===== src/rtl/entropy_encode_ac_level_pipe.sv =====
// AC level entropy encoder: context-adaptive rice / exp-golomb codewords,
// two-stage pipeline with a single global advance enable.
module entropy_encode_ac_level_pipe #(
  parameter int unsigned COEFF_W = 20,
  parameter int unsigned CODE_W  = 48,
  parameter int unsigned LEN_W   = 6
) (
  input  logic                      clk,
  input  logic                      reset_n,
  input  logic                      in_valid,
  output logic                      in_ready,
  input  logic signed [COEFF_W-1:0] in_coeff,
  input  logic                      in_first,
  input  logic                      in_last,
  output logic                      out_valid,
  input  logic                      out_ready,
  output logic [CODE_W-1:0]         out_code,
  output logic [LEN_W-1:0]          out_len,
  output logic                      out_last
);

  // v = |coeff|-1 always fits in COEFF_W-1 bits, even for the most negative value
  localparam int unsigned V_W   = COEFF_W - 1;
  // exp-golomb w = u + 2^k never exceeds 2^(COEFF_W-1)+3
  localparam int unsigned W_W   = COEFF_W;
  localparam int unsigned CTX_W = 4;
  localparam logic [CTX_W-1:0] CTX_FIRST = CTX_W'(1);
  localparam logic [CTX_W-1:0] CTX_SAT   = CTX_W'(8);

  // Elaboration-time parameter sanity
  if (COEFF_W < 4) begin : g_chk_coeff_w
    $error("COEFF_W must be >= 4");
  end
  if (CODE_W < 2 * COEFF_W + 1) begin : g_chk_code_w
    $error("CODE_W must be >= 2*COEFF_W+1");
  end
  if ((1 << LEN_W) <= CODE_W) begin : g_chk_len_w
    $error("2^LEN_W must exceed CODE_W");
  end

  logic                 w_en;
  logic                 w_accept;
  logic                 w_neg;
  logic                 w_nz;
  logic [V_W-1:0]       w_v;
  logic [CTX_W-1:0]     w_ctx_sat;
  logic [CTX_W-1:0]     w_ctx_use;

  logic [CTX_W-1:0]     r_ctx;
  logic                 r1_valid;
  logic                 r1_zero;
  logic [V_W-1:0]       r1_v;
  logic                 r1_s;
  logic [CTX_W-1:0]     r1_ctx;
  logic                 r1_last;

  logic                 w_rice;
  logic [1:0]           w_pre;
  logic [1:0]           w_k;
  logic [V_W-1:0]       w_u;
  logic [W_W-1:0]       w_w;
  logic [LEN_W-1:0]     w_n;
  logic [CODE_W-1:0]    w_code;
  logic [LEN_W-1:0]     w_len;

  logic                 r_out_valid;
  logic [CODE_W-1:0]    r_out_code;
  logic [LEN_W-1:0]     r_out_len;
  logic                 r_out_last;

  // Whole pipe advances together whenever the output slot is free or draining
  assign w_en     = !r_out_valid || out_ready;
  assign in_ready = w_en;
  assign w_accept = in_valid && w_en;

  // Magnitude minus one without overflow: for negatives -c-1 == ~c
  assign w_neg = in_coeff[COEFF_W-1];
  assign w_nz  = |in_coeff;
  assign w_v   = w_neg ? ~in_coeff[V_W-1:0] : (in_coeff[V_W-1:0] - V_W'(1));

  assign w_ctx_sat = (32'(w_v) >= 32'd8) ? CTX_SAT : CTX_W'(w_v);
  assign w_ctx_use = in_first ? CTX_FIRST : r_ctx;

  // Level context follows the last nonzero level; a block start forces it to 1
  always_ff @(posedge clk or negedge reset_n) begin
    if (!reset_n) begin
      r_ctx <= CTX_FIRST;
    end else if (w_accept) begin
      if (w_nz) begin
        r_ctx <= w_ctx_sat;
      end else if (in_first) begin
        r_ctx <= CTX_FIRST;
      end
    end
  end

  // Stage 1: level, sign, selected codebook; zero non-last coeffs become bubbles
  always_ff @(posedge clk or negedge reset_n) begin
    if (!reset_n) begin
      r1_valid <= 1'b0;
      r1_zero  <= 1'b0;
      r1_v     <= '0;
      r1_s     <= 1'b0;
      r1_ctx   <= CTX_FIRST;
      r1_last  <= 1'b0;
    end else if (w_en) begin
      r1_valid <= in_valid && (w_nz || in_last);
      r1_zero  <= !w_nz;
      r1_v     <= w_v;
      r1_s     <= w_neg;
      r1_ctx   <= w_ctx_use;
      r1_last  <= in_last;
    end
  end

  // Codebook decode: rice region, escape prefix, exp-golomb order and argument
  always_comb begin
    w_rice = 1'b0;
    w_pre  = 2'd0;
    w_k    = 2'd0;
    w_u    = r1_v;
    case (r1_ctx)
      4'd0: begin
        if (r1_v < V_W'(3)) begin
          w_rice = 1'b1;
        end else begin
          w_pre = 2'd3;
          w_k   = 2'd2;
          w_u   = r1_v - V_W'(3);
        end
      end
      4'd1: begin
        if (r1_v < V_W'(2)) begin
          w_rice = 1'b1;
        end else begin
          w_pre = 2'd2;
          w_k   = 2'd1;
          w_u   = r1_v - V_W'(2);
        end
      end
      4'd2: begin
        if (r1_v < V_W'(3)) begin
          w_rice = 1'b1;
        end else begin
          w_pre = 2'd3;
          w_k   = 2'd1;
          w_u   = r1_v - V_W'(3);
        end
      end
      4'd3:                   w_k = 2'd0;
      4'd4, 4'd5, 4'd6, 4'd7: w_k = 2'd1;
      default:                w_k = 2'd2;
    endcase
  end

  assign w_w = W_W'(w_u) + (W_W'(1) << w_k);

  // floor(log2 w): position of the leading one
  always_comb begin
    w_n = '0;
    for (int i = 0; i < int'(W_W); i++) begin
      if (w_w[i]) begin
        w_n = LEN_W'(i);
      end
    end
  end

  // Leading zeros carry no value, so the codeword value is just the terminating
  // 1 (rice) or w (exp-golomb), followed by the sign bit
  always_comb begin
    w_code = '0;
    w_len  = '0;
    if (r1_zero) begin
      w_code = '0;
      w_len  = '0;
    end else if (w_rice) begin
      w_code = CODE_W'(2) | CODE_W'(r1_s);
      w_len  = LEN_W'(r1_v) + LEN_W'(2);
    end else begin
      w_code = (CODE_W'(w_w) << 1) | CODE_W'(r1_s);
      w_len  = LEN_W'(w_pre) + (w_n << 1) - LEN_W'(w_k) + LEN_W'(2);
    end
  end

  // Stage 2: output register, held while downstream stalls
  always_ff @(posedge clk or negedge reset_n) begin
    if (!reset_n) begin
      r_out_valid <= 1'b0;
      r_out_code  <= '0;
      r_out_len   <= '0;
      r_out_last  <= 1'b0;
    end else if (w_en) begin
      r_out_valid <= r1_valid;
      if (r1_valid) begin
        r_out_code <= w_code;
        r_out_len  <= w_len;
        r_out_last <= r1_last;
      end
    end
  end

  assign out_valid = r_out_valid;
  assign out_code  = r_out_code;
  assign out_len   = r_out_len;
  assign out_last  = r_out_last;

endmodule

===== config.mk =====
export PLATFORM = sky130hd
export DESIGN_NAME = entropy_encode_ac_level_pipe
export DESIGN_NICKNAME = d
export VERILOG_FILES = /design/src/rtl/entropy_encode_ac_level_pipe.sv
export SDC_FILE = /design/constraint.sdc
export NUM_CORES = 1
export LEC_CHECK = 0
export CORE_MARGIN = 1.5
export CORE_UTILIZATION = 50
export CTS_BUF_LIST = sky130_fd_sc_hd__clkbuf_2 sky130_fd_sc_hd__clkbuf_4 sky130_fd_sc_hd__clkbuf_8
export CTS_CLUSTER_SIZE = 10
export DETAILED_ROUTE_END_ITERATION = 16
export GPL_ROUTABILITY_DRIVEN = 0
export HOLD_SLACK_MARGIN = 0.1
export PLACE_DENSITY = 0.77
export SLEW_MARGIN = 20
export SYNTH_ARGS = -nofsm -noshare
export SYNTH_HDL_FRONTEND = slang
export SYNTH_SLANG_ARGS = --single-unit

===== constraint.sdc =====
create_clock -name clk -period 10.83 [get_ports clk]
set_clock_uncertainty 0.15 [all_clocks]
set_input_delay 1.6245 -clock clk [delete_from_list [all_inputs] [get_ports clk]]
set_output_delay 1.6245 -clock clk [all_outputs]
set_load 0.01 [all_outputs]

# Word-level counts from Yosys, hierarchy flattened
# Cells that the tools add are included.
# W data, S select, Z words.
dict set report op_classes {
  magnitude_cmp 3
  n_reduce_logical 11
  addsub 8
  bitwise 2
  multipliers 0
  shift 1
  eq_ne 7
  muxes 40
  n_div 0
}
# cell n
set ops {}
lappend ops {{$mux W5} 18}
lappend ops {{$mux W19} 3}
lappend ops {{$mux W21} 2}
lappend ops {{$lt A19 B2 Y1 const B} 2}
lappend ops {{$pmux W19 S2} 1}
lappend ops {{$sub A19 B2 Y19 const B} 2}
lappend ops {{$or A21 B1 Y21} 1}
lappend ops {{$add A19 B20 Y20} 1}
lappend ops {{$reduce_or A20 Y1} 1}
lappend ops {{$shl A1 B2 Y20 const A} 1}
lappend ops {{$ge A19 B4 Y1 const B} 1}
lappend ops {{$not A19 Y19} 1}
lappend ops {{$sub A19 B1 Y19 const B} 1}
lappend ops {{$eq A4 B3 Y1 const B} 4}
lappend ops {{$add A6 B2 Y6 const B} 2}
lappend ops {{$mux W4} 3}
lappend ops {{$mux W6} 2}
lappend ops {{$pmux W2 S5} 1}
lappend ops {{$eq A4 B2 Y1 const B} 2}
lappend ops {{$add A2 B6 Y6} 1}
lappend ops {{$mux W2} 3}
lappend ops {{$sub A6 B2 Y6} 1}
lappend ops {{$mux W1} 5}
lappend ops {{$eq A4 B1 Y1 const B} 1}
lappend ops {{9 further kinds} 12}
dict set report word_totals {
  ff_bits 87
  latchBits 0
  elab_cells 83
  in_bits 26
  mem_bits_rw 0
  out_inout_bits 57
  mem_bits_ro 0
  memories 0
}

# Depth between registers and ports, before layout
dict set report logic_depth {
  word_depth 29
  mapped_depth 30
  mapped_depth_nobuf 29
}

# Worst setup path after synthesis
# No wires, ideal clock.
dict set report synth_timing {
  kind {register -> register}
  start {reg r1_v[6]}
  end {reg r_out_len[5], in the netlist out_len[5]}
  setup_slack_ns 4.971
  n_path_buf 3
  arrival_time_ns 5.640
  stages_incl_launch_ff 27
  t_required_ns 10.611
  period_less_slack_ns 5.859
  setup_time_ns 0.069
  cell_sequence {dfrtp_1 -> buf_2 -> nor4_2 -> and2_1 -> a21oi_1 -> inv_1 -> nand2_1 -> nor3_1 -> ha_1 -> inv_1 -> fa_1 -> nor2b_1 -> o21a_1 -> nor2_1 -> nor3_1 -> and2_1 -> clkbuf_1 -> nand3_2 -> or4b_1 -> buf_2 -> and2_1 -> o32ai_1 -> ha_1 -> a21oi_1 -> o22ai_1 -> or4_1 -> nand3_1}
}
dict set report synth_between {
  elab_chain_cells 29
  word_cells_on_any_way 43
  cone_classes {add/sub (6); order compare (2); shift (1); mux (34)}
}
# element line_no
set synth_rtl {}
lappend synth_rtl {{start, declared} 52} ;# logic [V_W-1:0] r1_v;
lappend synth_rtl {{start signal, assigned} 109} ;# r1_v <= w_v;
lappend synth_rtl {{$lt A19 B2 Y1, on equally long branches} {124, 142, 133}}
lappend synth_rtl {{$mux W1, or another cell as far along} 142} ;# if (r1_v < V_W'(3)) begin
lappend synth_rtl {{$pmux W2 S5} 122} ;# case (r1_ctx)
lappend synth_rtl {{$shl A1 B2 Y20} 156} ;# assign w_w = W_W'(w_u) + (W_W'(1) << w_k);
lappend synth_rtl {{$add A19 B20 Y20} 156}
lappend synth_rtl {{$mux W1} 162} ;# if (w_w[i]) begin
lappend synth_rtl {{$mux W5 (18 in series)} 162}
lappend synth_rtl {{$add A2 B6 Y6} 181} ;# w_len = LEN_W'(w_pre) + (w_n << 1) - LEN_W'(w_k) + LEN_W'(2);
lappend synth_rtl {{$sub A6 B2 Y6} 181}
lappend synth_rtl {{$add A6 B2 Y6} 181}
lappend synth_rtl {{$mux W6 *} 176} ;# end else if (w_rice) begin
lappend synth_rtl {{$mux W6 *} 173} ;# if (r1_zero) begin
lappend synth_rtl {{end signal, assigned} 196} ;# r_out_len <= w_len;
lappend synth_rtl {{end, declared} 68} ;# logic [LEN_W-1:0] r_out_len;
# Mark *: on every way between the ends. The rest lies on a longest branch, timed or not.
# A chain may end at the register's enable or synchronous reset.

# Final worst setup path
dict set report layout_timing {
  start {reg r1_v[6]}
  end {reg r_out_len[4], in the netlist out_len[4]}
}
# Same word-level chain as after synthesis.

==> run metrics <==
Setup Slack @ Placement=4.24 ns; largest net degree at the start of global routing=61; leading post-synthesis cells by cell area=dfrtp_1 (27%), nand2_1 (6.9%), xnor2_1 (5.2%); most common cell after layout, fill and taps aside=nand2_1; worst-margin pin slew=1.06 ns; TritonCTS clock tree=built; maximum vdd drop=0.000101 V; clk sinks=60; Tot GR Track Use=23.7%; sequential element share of the synthesized area=28.0%; CTS-repair resized insts=0; Max Slew Vio Count=0; Die H=107 um; first-pass GRT wire length=21600 um; final setup vio count=0; #FFs+latches synth=60; max cap viols=0; type of origin of the critical path=register; fillers=981; Synth top area share=27.0%; post-route cell area=6050 um2; Avg Vias per Cell=5.96; placed insts=836; mapped cell area=5370 um2; htree depth=3; DRT Wirelength=13300 um; CP required=10.90 ns; Ys Warns=0; most frequent cells in the layout=nand2_1 (98), nor2_1 (67), dfrtp_1 (58); most frequent CP cell=nor2_1; FP Rows=37; Die Footprint=11400 um2; total number of vias=5079; CTS root buf=clkbuf_8; commonest register cell after synthesis=dfrtp_1; ANT nets after route=0; Fin. Hold Viols=0; Avg Cell Area, Syn=7.91 um2; largest area contributor in the netlist=dfrtp_1; critical path class=register to register; number of synthesized flops with an enable pin=0; max frequency=0.147 GHz; Initial Util=51.8%; Worst Path Max Fanout=11; CTS Hold Buffers Added=0; Core ar.=10400 um2; routed length per instance=15.7 um; Area growth, synth to finish=12.7%; RSZ-0062 raised after global routing=no; Top delay family on crit path=simple AND/OR/NAND/NOR gates; ratio of cells with drive above 1 in the final layout=7.40%; Reg clk slew, reported paths=0.08 ns; Crit path buffers/inverters=1; Post-Layout Cell Count=852; Worst EP arrival=6.87 ns; initial antenna violation count=0; IO buf count=55; slowest CP cell=nor4_2; DRC=0; number of buffers created by CTS=9; post-place instance area=5830 um2; Post-CTS Setup Bufs=0; post-synthesis async set-or-reset flop share=100%; Clock Path Buffers=2; Distinct cells, synth=84; period utilization=62.8%; Slowest Stage Delay on Critical Path=0.82 ns; CP endpoint kind=register; synthesized instance count=679; layout net count=754; DRT iter0 DRCs=432; # diodes=0; post-detail-place hpwl=10400 um; PwrDens=184 nW/um2; clk_lat worst skew=0.36 ns; final setup TNS=0 ns; Tmin final=6.80 ns; PnR worst setup slack=4.03 ns; Max transition margin=29.0%; I/O pins=83; drt pass-1 iters=9; vias in the first global route=4694; worst hold path type=register to register; Pleak=0.00244 uW; die width=107 um; status=complete, no violations; total gr overflow=0
[registers in the layout, summed over array words and instances (netlist names)]
name,count
out_len,6
r_ctx,4
out_last,1
r1_valid,1
r1_v,19
r1_s,1
out_valid,1
r1_zero,1
out_code,21
r1_ctx,4
r1_last,1
[path summary, 6_finish.rpt]
path / start / end / slack (ns) / cells after the start
setup / recovery: r1_v[6]$_DFFE_PN0N_ / out_len[4]$_DFFE_PN0P_ / 4.03 / 26
hold / removal: r1_last$_DFFE_PN0N_ / r1_last$_DFFE_PN0N_ / 0.32 / 2
setup reg to reg: r1_v[6]$_DFFE_PN0N_ / out_len[4]$_DFFE_PN0P_ / 4.03 / 26
hold reg to reg: r1_last$_DFFE_PN0N_ / r1_last$_DFFE_PN0N_ / 0.32 / 2
max in group asynchronous: reset_n / r1_v[18]$_DFFE_PN0N_ / 8.78 / 2
min in group asynchronous: reset_n / out_code[1]$_DFFE_PN0P_ / 1.26 / 2
[power breakdown]
part / leakage (uW) / switching (uW) / internal, uW
sequential: 0.000732 / 55.7 / 282
clock: 0.000102 / 98.3 / 130
combinational: 0.00160 / 303 / 246
[synthesized netlist by cell type, types with 6 or more instances]
| cell type | n |
|---|---|
| nand3_1 | 13 |
| o21ai_0 | 43 |
| nand2b_1 | 8 |
| buf_4 | 29 |
| xor2_1 | 23 |
| a21oi_1 | 32 |
| a31oi_1 | 12 |
| clkbuf_1 | 24 |
| nor2_1 | 67 |
| or4_1 | 7 |
| xnor2_1 | 32 |
| nor3_1 | 26 |
| inv_1 | 27 |
| nand4_1 | 10 |
| buf_2 | 7 |
| dfrtp_1 | 58 |
| o21bai_1 | 6 |
| nor4_1 | 13 |
| ha_1 | 15 |
| a22o_1 | 6 |
| nand2_1 | 98 |
[routing by layer]
metal	part of all wire, %	track usage, %
met1	42	29.7
met2	47	39.6
met3	6.8	3.89
met4	3.6	11.2
met5	0	0
[tightest hold or removal path, delay by kind of cell, from the launching register on]
family           cells  cell delay [ns]
DFF                  1             0.35
and+or+nand+nor      2             0.10
[cell families (layout without fill, tap and decap cells)]
| kind of cell | Yosys count | after routing | synth area share [%] |
|---|---|---|---|
| simple gates | 285 | 285 | 26.9 |
| mux | 9 | 9 | 1.77 |
| other cells | 1 | 28 | 0.0699 |
| xor+xnor | 58 | 58 | 10.3 |
| buf+inv | 92 | 102 | 9.14 |
| fa+ha+maj | 17 | 17 | 4.24 |
| flops | 60 | 60 | 28.0 |
| compound gates | 157 | 157 | 19.6 |
[area by class of cell]
cell class                      count  area [um2]  share of cell area (%)
Multi-Input combinational cell    554        3470                    57.4
Sequential cell                    60        1500                    24.9
Timing Repair Buffer               59         576                    9.51
Tap cell                          136         170                    2.81
Clock buffer                        9         124                    2.05
Inverter                           27         101                    1.68
Clock inverter                      7         100                    1.65
[metrics by stage]
stage / total power [uW] / hold slack, ns / utilization (%)
after global placement: 858 / 0.295 / 56.2
after CTS: 1110 / 0.326 / 58.3
after floorplan: 699 / 0.285 / -
after global routing: 1190 / 0.366 / 58.3
final: 1110 / 0.324 / 58.3
after detailed placement: 881 / 0.307 / 56.2
(Power assumes the default switching activity.)
